File: config.mk
export PLATFORM = sky130hd
export DESIGN_NAME = frame_reader
export DESIGN_NICKNAME = d
export VERILOG_FILES = /design/src/rtl/frame_reader_pkg.sv /design/src/rtl/pixel_fifo.sv /design/src/rtl/frame_reader.sv
export SDC_FILE = /design/constraint.sdc
export NUM_CORES = 1
export LEC_CHECK = 0
export CAP_MARGIN = 20
export CELL_PAD_IN_SITES_DETAIL_PLACEMENT = 0
export CELL_PAD_IN_SITES_GLOBAL_PLACEMENT = 1
export CORE_ASPECT_RATIO = 1.4
export CORE_MARGIN = 3
export CORE_UTILIZATION = 47
export CTS_BUF_LIST = sky130_fd_sc_hd__clkbuf_8
export DETAILED_ROUTE_END_ITERATION = 10
export GPL_TIMING_DRIVEN = 0
export PLACE_DENSITY = 0.76
export SYNTH_ARGS = -nofsm -noshare
export SYNTH_HDL_FRONTEND = slang
export SYNTH_SLANG_ARGS = --single-unit
File: constraint.sdc
create_clock -name clk -period 4.8 [get_ports clk]
set_input_delay 0.72 -clock clk [delete_from_list [all_inputs] [get_ports clk]]
set_output_delay 0.72 -clock clk [all_outputs]
set_load 0.02 [all_outputs]
File: src/rtl/frame_reader_pkg.sv
// rtl/frame_reader_pkg.sv - shared types and field widths for the frame reader
//
// Purpose: FSM state encoding, DRAM address field widths and pixel width
// used by frame_reader and its pixel FIFO.
package frame_reader_pkg;

  typedef enum logic [1:0] {
    LATCH      = 2'd0,
    WAIT_SPACE = 2'd1,
    REQ        = 2'd2,
    RECV       = 2'd3
  } state_t;

  // req_addr = {base[31:BASE_LSB], y[Y_W-1:0], x[X_W-1:0], 2'b00}
  localparam int X_W      = 10;
  localparam int Y_W      = 10;
  localparam int BASE_LSB = 22;
  localparam int PIX_W    = 24;

endpackage

File: src/rtl/pixel_fifo.sv
// rtl/pixel_fifo.sv - synchronous pixel FIFO with free-entry count
//
// Purpose: buffers returned read data between the fetch FSM and the video
// output. Head data is read combinationally (zero added latency on pop side).
// Ports:
//   clk, resetn          clock, synchronous active-low reset (empties FIFO)
//   push, push_data      write one entry (ignored when full)
//   pop                  remove head entry (ignored when empty)
//   head                 current head entry
//   full, empty          occupancy flags
//   free                 number of free entries (0..DEPTH)
module pixel_fifo #(
  parameter int WIDTH = 24,
  parameter int DEPTH = 16
) (
  input  logic                       clk,
  input  logic                       resetn,
  input  logic                       push,
  input  logic [WIDTH-1:0]           push_data,
  input  logic                       pop,
  output logic [WIDTH-1:0]           head,
  output logic                       full,
  output logic                       empty,
  output logic [$clog2(DEPTH):0]     free
);

  localparam int AW = $clog2(DEPTH);

  logic [WIDTH-1:0] mem [DEPTH];
  logic [AW-1:0]    wr_ptr;
  logic [AW-1:0]    rd_ptr;
  logic [AW:0]      count;
  logic             do_push;
  logic             do_pop;

  assign do_push = push && !full;
  assign do_pop  = pop && !empty;

  always_ff @(posedge clk) begin
    if (!resetn) begin
      wr_ptr <= '0;
      rd_ptr <= '0;
      count  <= '0;
    end else begin
      if (do_push) wr_ptr <= wr_ptr + AW'(1);
      if (do_pop)  rd_ptr <= rd_ptr + AW'(1);
      case ({do_push, do_pop})
        2'b10:   count <= count + (AW+1)'(1);
        2'b01:   count <= count - (AW+1)'(1);
        default: ;
      endcase
    end
  end

  // Storage needs no reset: entries are only visible once counted.
  always_ff @(posedge clk) begin
    if (do_push) mem[wr_ptr] <= push_data;
  end

  assign head  = mem[rd_ptr];
  assign empty = (count == '0);
  assign full  = (count == (AW+1)'(DEPTH));
  assign free  = (AW+1)'(DEPTH) - count;

endmodule

File: src/rtl/frame_reader.sv
// rtl/frame_reader.sv - frame buffer read engine streaming pixels to video out
//
// Purpose: fetches a frame from DRAM in raster order as BURST-word reads,
// buffers words in pixel_fifo and presents one pixel per accepted beat.
// Ports:
//   clk, resetn                       clock, synchronous active-low reset
//   frame_base                        frame base, captured at frame start
//   req_valid/req_ready/req_addr      burst read request channel
//   resp_valid/resp_data              read data beats, pixel in [23:0]
//   video_valid/video_ready           pixel stream handshake
//   video_pixel, video_eof            pixel and last-pixel-of-frame marker
//   underflow_count                   starved-sink cycle counter
// Build option: FRAME_READER_UNDERFLOW_EN enables underflow_count; when
// undefined the output is tied to zero.
module frame_reader
  import frame_reader_pkg::*;
#(
  parameter int H_PIXELS   = 800,
  parameter int V_LINES    = 600,
  parameter int BURST      = 8,
  parameter int FIFO_DEPTH = 16
) (
  input  logic             clk,
  input  logic             resetn,
  input  logic [31:0]      frame_base,
  output logic             req_valid,
  input  logic             req_ready,
  output logic [31:0]      req_addr,
  input  logic             resp_valid,
  input  logic [31:0]      resp_data,
  output logic             video_valid,
  input  logic             video_ready,
  output logic [PIX_W-1:0] video_pixel,
  output logic             video_eof,
  output logic [15:0]      underflow_count
);

  localparam int FW = $clog2(FIFO_DEPTH) + 1;
  localparam int BW = (BURST > 1) ? $clog2(BURST) : 1;

  localparam logic [X_W:0]   X_STEP    = (X_W+1)'(BURST);
  localparam logic [X_W:0]   X_END     = (X_W+1)'(H_PIXELS);
  localparam logic [X_W-1:0] X_LAST    = X_W'(H_PIXELS - 1);
  localparam logic [Y_W-1:0] Y_LAST    = Y_W'(V_LINES - 1);
  localparam logic [BW-1:0]  BEAT_LAST = BW'(BURST - 1);
  localparam logic [FW-1:0]  FREE_MIN  = FW'(BURST);

  state_t              state_q, state_d;
  logic [31:BASE_LSB]  base_q;
  logic [X_W-1:0]      x_q;
  logic [Y_W-1:0]      y_q;
  logic [BW-1:0]       beat_q;
  logic [X_W-1:0]      ox_q;
  logic [Y_W-1:0]      oy_q;

  logic                fifo_push;
  logic                fifo_pop;
  logic                fifo_full;
  logic                fifo_empty;
  logic [FW-1:0]       fifo_free;
  logic [PIX_W-1:0]    fifo_head;

  logic                x_wrap;
  logic                last_beat;
  logic                unused_bits;

  assign unused_bits = ^{resp_data[31:PIX_W], frame_base[BASE_LSB-1:0]};

  // Beats outside RECV are dropped; the full gate never fires thanks to the
  // free-space check before each request.
  assign fifo_push = (state_q == RECV) && resp_valid && !fifo_full;
  assign x_wrap    = (({1'b0, x_q} + X_STEP) == X_END);
  assign last_beat = fifo_push && (beat_q == BEAT_LAST);

  pixel_fifo #(
    .WIDTH (PIX_W),
    .DEPTH (FIFO_DEPTH)
  ) u_fifo (
    .clk       (clk),
    .resetn    (resetn),
    .push      (fifo_push),
    .push_data (resp_data[PIX_W-1:0]),
    .pop       (fifo_pop),
    .head      (fifo_head),
    .full      (fifo_full),
    .empty     (fifo_empty),
    .free      (fifo_free)
  );

  always_comb begin
    state_d   = state_q;
    req_valid = 1'b0;
    case (state_q)
      LATCH:      state_d = WAIT_SPACE;
      WAIT_SPACE: if (fifo_free >= FREE_MIN) state_d = REQ;
      REQ: begin
        req_valid = 1'b1;
        if (req_ready) state_d = RECV;
      end
      RECV: begin
        if (last_beat) state_d = (x_wrap && (y_q == Y_LAST)) ? LATCH : WAIT_SPACE;
      end
      default:    state_d = LATCH;
    endcase
  end

  always_ff @(posedge clk) begin
    if (!resetn) begin
      state_q <= LATCH;
      base_q  <= '0;
      x_q     <= '0;
      y_q     <= '0;
      beat_q  <= '0;
    end else begin
      state_q <= state_d;
      case (state_q)
        LATCH: begin
          base_q <= frame_base[31:BASE_LSB];
          x_q    <= '0;
          y_q    <= '0;
        end
        REQ: begin
          if (req_ready) beat_q <= '0;
        end
        RECV: begin
          if (fifo_push) begin
            beat_q <= beat_q + BW'(1);
            if (beat_q == BEAT_LAST) begin
              if (x_wrap) begin
                x_q <= '0;
                // On the final line LATCH re-zeroes y, so leave it alone.
                if (y_q != Y_LAST) y_q <= y_q + Y_W'(1);
              end else begin
                x_q <= x_q + X_W'(BURST);
              end
            end
          end
        end
        default: ;
      endcase
    end
  end

  assign req_addr = {base_q, y_q, x_q, 2'b00};

  assign video_valid = !fifo_empty;
  assign video_pixel = fifo_head;
  assign fifo_pop    = video_valid && video_ready;
  assign video_eof   = video_valid && (ox_q == X_LAST) && (oy_q == Y_LAST);

  // Output-side raster position, advanced per popped pixel.
  always_ff @(posedge clk) begin
    if (!resetn) begin
      ox_q <= '0;
      oy_q <= '0;
    end else if (fifo_pop) begin
      if (ox_q == X_LAST) begin
        ox_q <= '0;
        oy_q <= (oy_q == Y_LAST) ? '0 : oy_q + Y_W'(1);
      end else begin
        ox_q <= ox_q + X_W'(1);
      end
    end
  end

`ifdef FRAME_READER_UNDERFLOW_EN
  logic [15:0] underflow_q;

  always_ff @(posedge clk) begin
    if (!resetn) begin
      underflow_q <= '0;
    end else if (video_ready && fifo_empty && (state_q != LATCH) &&
                 (underflow_q != 16'hFFFF)) begin
      underflow_q <= underflow_q + 16'd1;
    end
  end

  assign underflow_count = underflow_q;
`else
  assign underflow_count = 16'h0000;
`endif

endmodule

==> out/metrics.csv <==
stage;metric;value;unit
final_layout;Synth-to-Final Area Change;15.99;%
setup_path;Worst Path Required;4.08;ns
setup_path;Worst setup EP type;primary output;
timing;period utilization;0.9519;
final_layout;Nets;1248;
power;maximum vdd drop;0.2970;mV
logic_synthesis;Mapped Cells;973;
timing;max_slew headroom;0.2779;
final_layout;most common cell after layout, fill and taps aside;edfxtp_1;
floorplan;Row Count;84;
run_status;status;complete, no violations;
logic_synthesis;sequential area share after synthesis;0.7103;
clock_network;Root Buffer;clkbuf_8;
power;P_leak;6.790;nW
timing;worst slew pin tran;1.083;ns
setup_path;CP max stage delay;0.65;ns
placement;placed insts;1558;
final_layout;most frequent cells in the layout;edfxtp_1, mux4_2, clkdlybuf4s50_1;
run;number of max-cap violations;0;
min_path;Hold Path Cell Cnt;2;
timing;Total Neg Setup Slack;0;ns
floorplan;Die Span Y;238.7;um
clock_network;Worst-path clk slew;0.06;ns
timing;clk_skew;0.03115;ns
clock_network;Clock Latency Late Sink;0.62;ns
floorplan;DIE AREA;41110;um2
final_layout;FILL cells;2971;
placement;placed wire-length estimate;22520;um
min_path;Hold Crit Endpoint;oy_q[1];
timing;setup violators final;0;
route;antenna-violating nets left;0;
setup_path;slowest CP cell;clkbuf_1;
global_route;initial antenna violation count;1;
setup_path;Crit path arrival time;3.85;ns
min_path;Min-Delay Startpoint;oy_q[1];
clock_network;H-tree Lvls;3;
route;Routed WL;37590;um
timing;Final Max Tran Viols;0;
timing;RSZ-0062 raised after global routing;false;
setup_path;r2r worst-path depth;15;
floorplan;starting density of the core;0.4805;
logic_synthesis;Synth Register Bits;453;
setup_path;critical path cell sequence;clkbuf_1 -> clkbuf_2 -> clkbuf_1 -> mux4_2 -> mux4_2 -> clkdlybuf4s50_1;
logic_synthesis;Yosys warning total;0;
timing;final hold vios;0;
logic_synthesis;Post-synth top flop;edfxtp_1;
route;Residual DRC;0;
floorplan;Core Area;37840;um2
route;First-pass DRT Iterations;5;
setup_path;r2r setup slk;1.04;ns
placement;Buffers on Ports;92;
global_route;global-route wire length before repair;58040;um
logic_synthesis;ys async rst share;0;
route;Via density;5.592;
setup_path;crit path launch type;register;
power;Power Density;408.7;nW/um2
setup_path;FF-to-FF Start;u_fifo.count[1];
placement;GP Congestion;0.7784;
route;routed via count;9423;
clock_network;cts bufs inserted;68;
final_layout;ratio of cells with drive above 1 in the final layout;0.2153;
clock_network;CTS tree;built;
final_layout;antenna fix cells;0;
setup_path;delay-heaviest family, CP;buffers and inverters;
global_route;vias in the first global route;9995;
timing;fin crit period;4.569;ns
global_route;Congestion Overflow GR;0;
logic_synthesis;synthesized area per cell;18.68;um2
logic_synthesis;Distinct cells, synth;57;
setup_path;critical path type;reg2out;
floorplan;Die X-Extent;172.2;um
route;initial DRC count;573;
setup_path;Bufs and invs on worst path;4;
logic_synthesis;synthesized area;18180;um2
final_layout;fin cells;1685;
setup_path;Critical Path Fanout Max;10;
clock_network;clock sink count;453;
timing;Max Fclk;218.9;MHz
global_route;Overall Global Routing Usage;0.1892;
setup_path;FF-to-FF End;u_fifo.count[4];
timing;worst hold slack;0.4819;ns
logic_synthesis;EDFF count, synth;384;
floorplan;io pins;144;
route;routed length per instance;22.31;um
min_path;min-delay worst type;reg2reg;
clock_network;CTS max path bufs;3;
global_route;largest net degree at the start of global routing;25;
## report_power, final
part / internal (mW) / leakage [nW] / switching, mW
Sequential: 4.32 / 4.01 / 0.0364
Clock: 1.45 / 0.723 / 1.46
Combinational: 0.660 / 2.06 / 0.678
Total: 6.44 / 6.79 / 2.18
## sequential cells by signal, summed over array words and instances, names as in the netlist, 5 cells and up, named ones only
register and flops:
u_fifo.mem 384, base_q 10, ox_q 10, y_q 10, x_q 7, oy_q 10, u_fifo.count 5
## worst min-delay path: cells and delay by family, from the launching register on
family	cells	cell delay (ns)
AND/OR/NAND/NOR	1	0.06
flip-flops	1	0.33
AO/OA/AOI/OAI	1	0.05
## cells in the mapped netlist (8+ instances only)
master | number | share of area
mux2i_1 | 19 | 0.010
nand2_1 | 25 | 0.0052
nor2_1 | 34 | 0.0070
nand3_1 | 17 | 0.0047
ha_1 | 21 | 0.014
dfxtp_1 | 69 | 0.076
nand4_1 | 10 | 0.0034
xnor2_1 | 18 | 0.0087
clkbuf_1 | 41 | 0.0085
edfxtp_1 | 384 | 0.63
xor2_1 | 12 | 0.0058
a21oi_1 | 12 | 0.0033
buf_4 | 21 | 0.0087
mux4_2 | 120 | 0.15
nor2b_1 | 17 | 0.0059
o21ai_0 | 8 | 0.0022
nand2b_1 | 9 | 0.0031
a31oi_1 | 8 | 0.0028
and2_1 | 27 | 0.0093
inv_1 | 16 | 0.0033
nor3_1 | 8 | 0.0022
## logic make-up after synthesis
| kind of cell | count (synthesis) | synth area share |
|---|---|---|
| multiplexers | 139 | 0.1591 |
| AND/OR/NAND/NOR | 184 | 0.05651 |
| AO/OA/AOI/OAI | 57 | 0.02127 |
| adder cells (fa/ha/maj) | 21 | 0.01445 |
| flip-flops | 453 | 0.7103 |
| XOR/XNOR | 30 | 0.01445 |
| other | 1 | 0.0002063 |
| buffers and inverters | 88 | 0.02368 |
## worst max path at each step
stage / from / to / slack [ns] / cells past startpoint
after floorplan: u_fifo.count[1] / u_fifo.count[4] / 1.61 / 15
after global placement: register / video_pixel[18] / 0.63 / 6
after detailed placement: register / video_pixel[18] / 0.59 / 6
after CTS: register / video_pixel[1] / 0.17 / 5
after global routing: register / video_pixel[3] / 0.13 / 6
final: register / video_pixel[21] / 0.23 / 6
## layer usage
layer	GRT usage	part of all wire	vias up
li1	-	-	4227
met1	0.2417	0.40	4859
met2	0.3240	0.53	265
met3	0.03788	0.051	70
met4	0.06536	0.023	2
met5	0	0.00027	-
## per-stage QoR
step                power [mW]  area [um2]  setup slack [ns]  utilization
CTS                      8.720       21040            0.1744       0.5561
finish                   8.618       21090            0.2309       0.5573
detailed placement       5.802       19790            0.5944       0.5230
global placement         5.786       19770            0.6278       0.5224
global route             8.996       21090            0.1302       0.5573
floorplan                5.354       18250             1.611            -
## final cells by class
class,instances,area (um2),area share
plain buffers,72,371.6,0.01762
clock inverters,56,316.6,0.01501
flip-flops and latches,453,12910,0.6124
well taps,473,591.8,0.02807
multi-input cells,452,4931,0.2339
inverters,16,60.06,0.002848
repair buffers,95,965.9,0.04581
clock buffers,68,935.9,0.04439
## what timing repair did
action                                  in CTS  in global routing
gates resized for setup                      1                  0
setup buffers                                0                  0
endpoints found under the setup margin      24                  0
hold buffers                                 0                  0
(Power assumes the default switching activity.)
==> variant, RTL diff (config.mk and constraints unchanged) <==
The parameter `FIFO_DEPTH` goes from 16 to 64.
--- a/src/rtl/frame_reader.sv
+++ b/src/rtl/frame_reader.sv
@@ -18,7 +18,7 @@
   parameter int H_PIXELS   = 800,
   parameter int V_LINES    = 600,
   parameter int BURST      = 8,
-  parameter int FIFO_DEPTH = 16
+  parameter int FIFO_DEPTH = 64
 ) (
   input  logic             clk,
   input  logic             resetn,
Function: not settled (the Yosys comparison gave no result); the edit may change what the design does.
==> variant against the unedited design <==
- sequential power increased to 3.6 times the old value
- area after synthesis rose to 3.5 times the old value
- total power increased to 3.8 times the old value
- count of clock-buffer cells in the layout is 167 higher
- cell area grew to 3.5 times the old value
- sequential cell count rose by 1160
- sequential share of layout area increased by 4.1 points
- core utilization is 0.84 points lower
- setup slack worse by 0.14 ns
- wire length grew to 4.2 times the old value
- critical path type unchanged
- largest power group unchanged
- highest routed layer is now met4
==> variant: results <==
[power]
pg_clk_mw = 10.2
vdd_ir_drop_max_mv = 0.3085
power_frac_seq = 0.470
switching_share = 0.2784

[route]
drtIter0Drc = 3292
dr.max_layer_used = met4
totalWireLength_um = 157500
met2_wirelength_um = 82070
wirelength_met1_um = 57610
met3_wirelength_um = 11480

[setup_path]
path_delay_family = multiplexers
crit_slowest_cell = mux4_2
slowest_delay_ns = 0.61
r2r_cells = 7

[logic_synthesis]
ys_ff_latch = 1613
synth.distinct_cells = 75
synth-compound-area-share = 0.01813
synth_xor_xnor_area_share = 0.004031
synth_edf_count = 1536
ys_top_cells_by_area = edfxtp_1 (73%), mux4_2 (16%), dfxtp_1 (2.4%)
synthAdderAreaFrac = 0.002979

[final_layout]
clockBufferCount = 235
drive_gt1_frac = 0.3094
area_delta_synth_final_pct = 15.72
clk_share = 0.05951
nonClockBufferCount = 346
multi_input_gates = 1142
ff_latch_area_um2 = 47670
buffer_area_frac = 0.04812
largest_reg_flops = 1536
fin_nets = 3437
n_antenna_cell = 3
instances_no_fill = 5308

[cts]
insertion_delay_ns = 0.93
cts_buffers = 234
htreeDepth = 4
cts.repair.resized = 198

[grt]
grt_pass1_wl_um = 226700
use_met1 = 0.2869
grt_max_degree = 65
grt_pass1_vias = 32255
antenna_found_initial = 2
met2_usage = 0.3969
grt_util_all_layers = 0.2300

[sta]
fin_skew_ns = 0.03979
worstMarginPinSlew_ns = 1.172

[run_status]
status = completed

[place]
dpl.hpwl_um = 104400

[hold_path]
min_path_type = in -> reg
holdPathStages = 1
==> variant: changes by cell type in the layout (fill, tap and decap cells not counted), sizes merged, moves of 54 or more <==
cell | before | now
inv | 42 | 104
nor2 | 34 | 145
clkbuf | 109 | 306
mux4 | 120 | 443
clkinv | 25 | 86
edfxtp | 384 | 1536
mux2i | 19 | 73
buf | 34 | 201
==> variant: final timing paths <==
path	startpoint	to	slack, ns
min reg2reg	beat_q[1]$_SDFFE_PN0P_	beat_q[1]$_SDFFE_PN0P_	0.45
max	flip-flop	video_pixel[0]	0.1
max reg2reg	state_q[0]$_SDFFE_PN0P_	u_fifo.mem[38][1]$_DFFE_PP_	0.54
min	resp_data[3]	u_fifo.mem[51][3]$_DFFE_PP_	0.22
==> variant: through the flow <==
step	TNS [ns]	power, mW	worst slack [ns]
after floorplan	0	20.49	1.659
after global placement	-312.80	22.90	-0.5693
after detailed placement	-0.6074	22.98	-0.1370
after CTS	0	33.31	0.02011
after global routing	-0.006713	34.26	-0.005942
final	0	33.08	0.09528
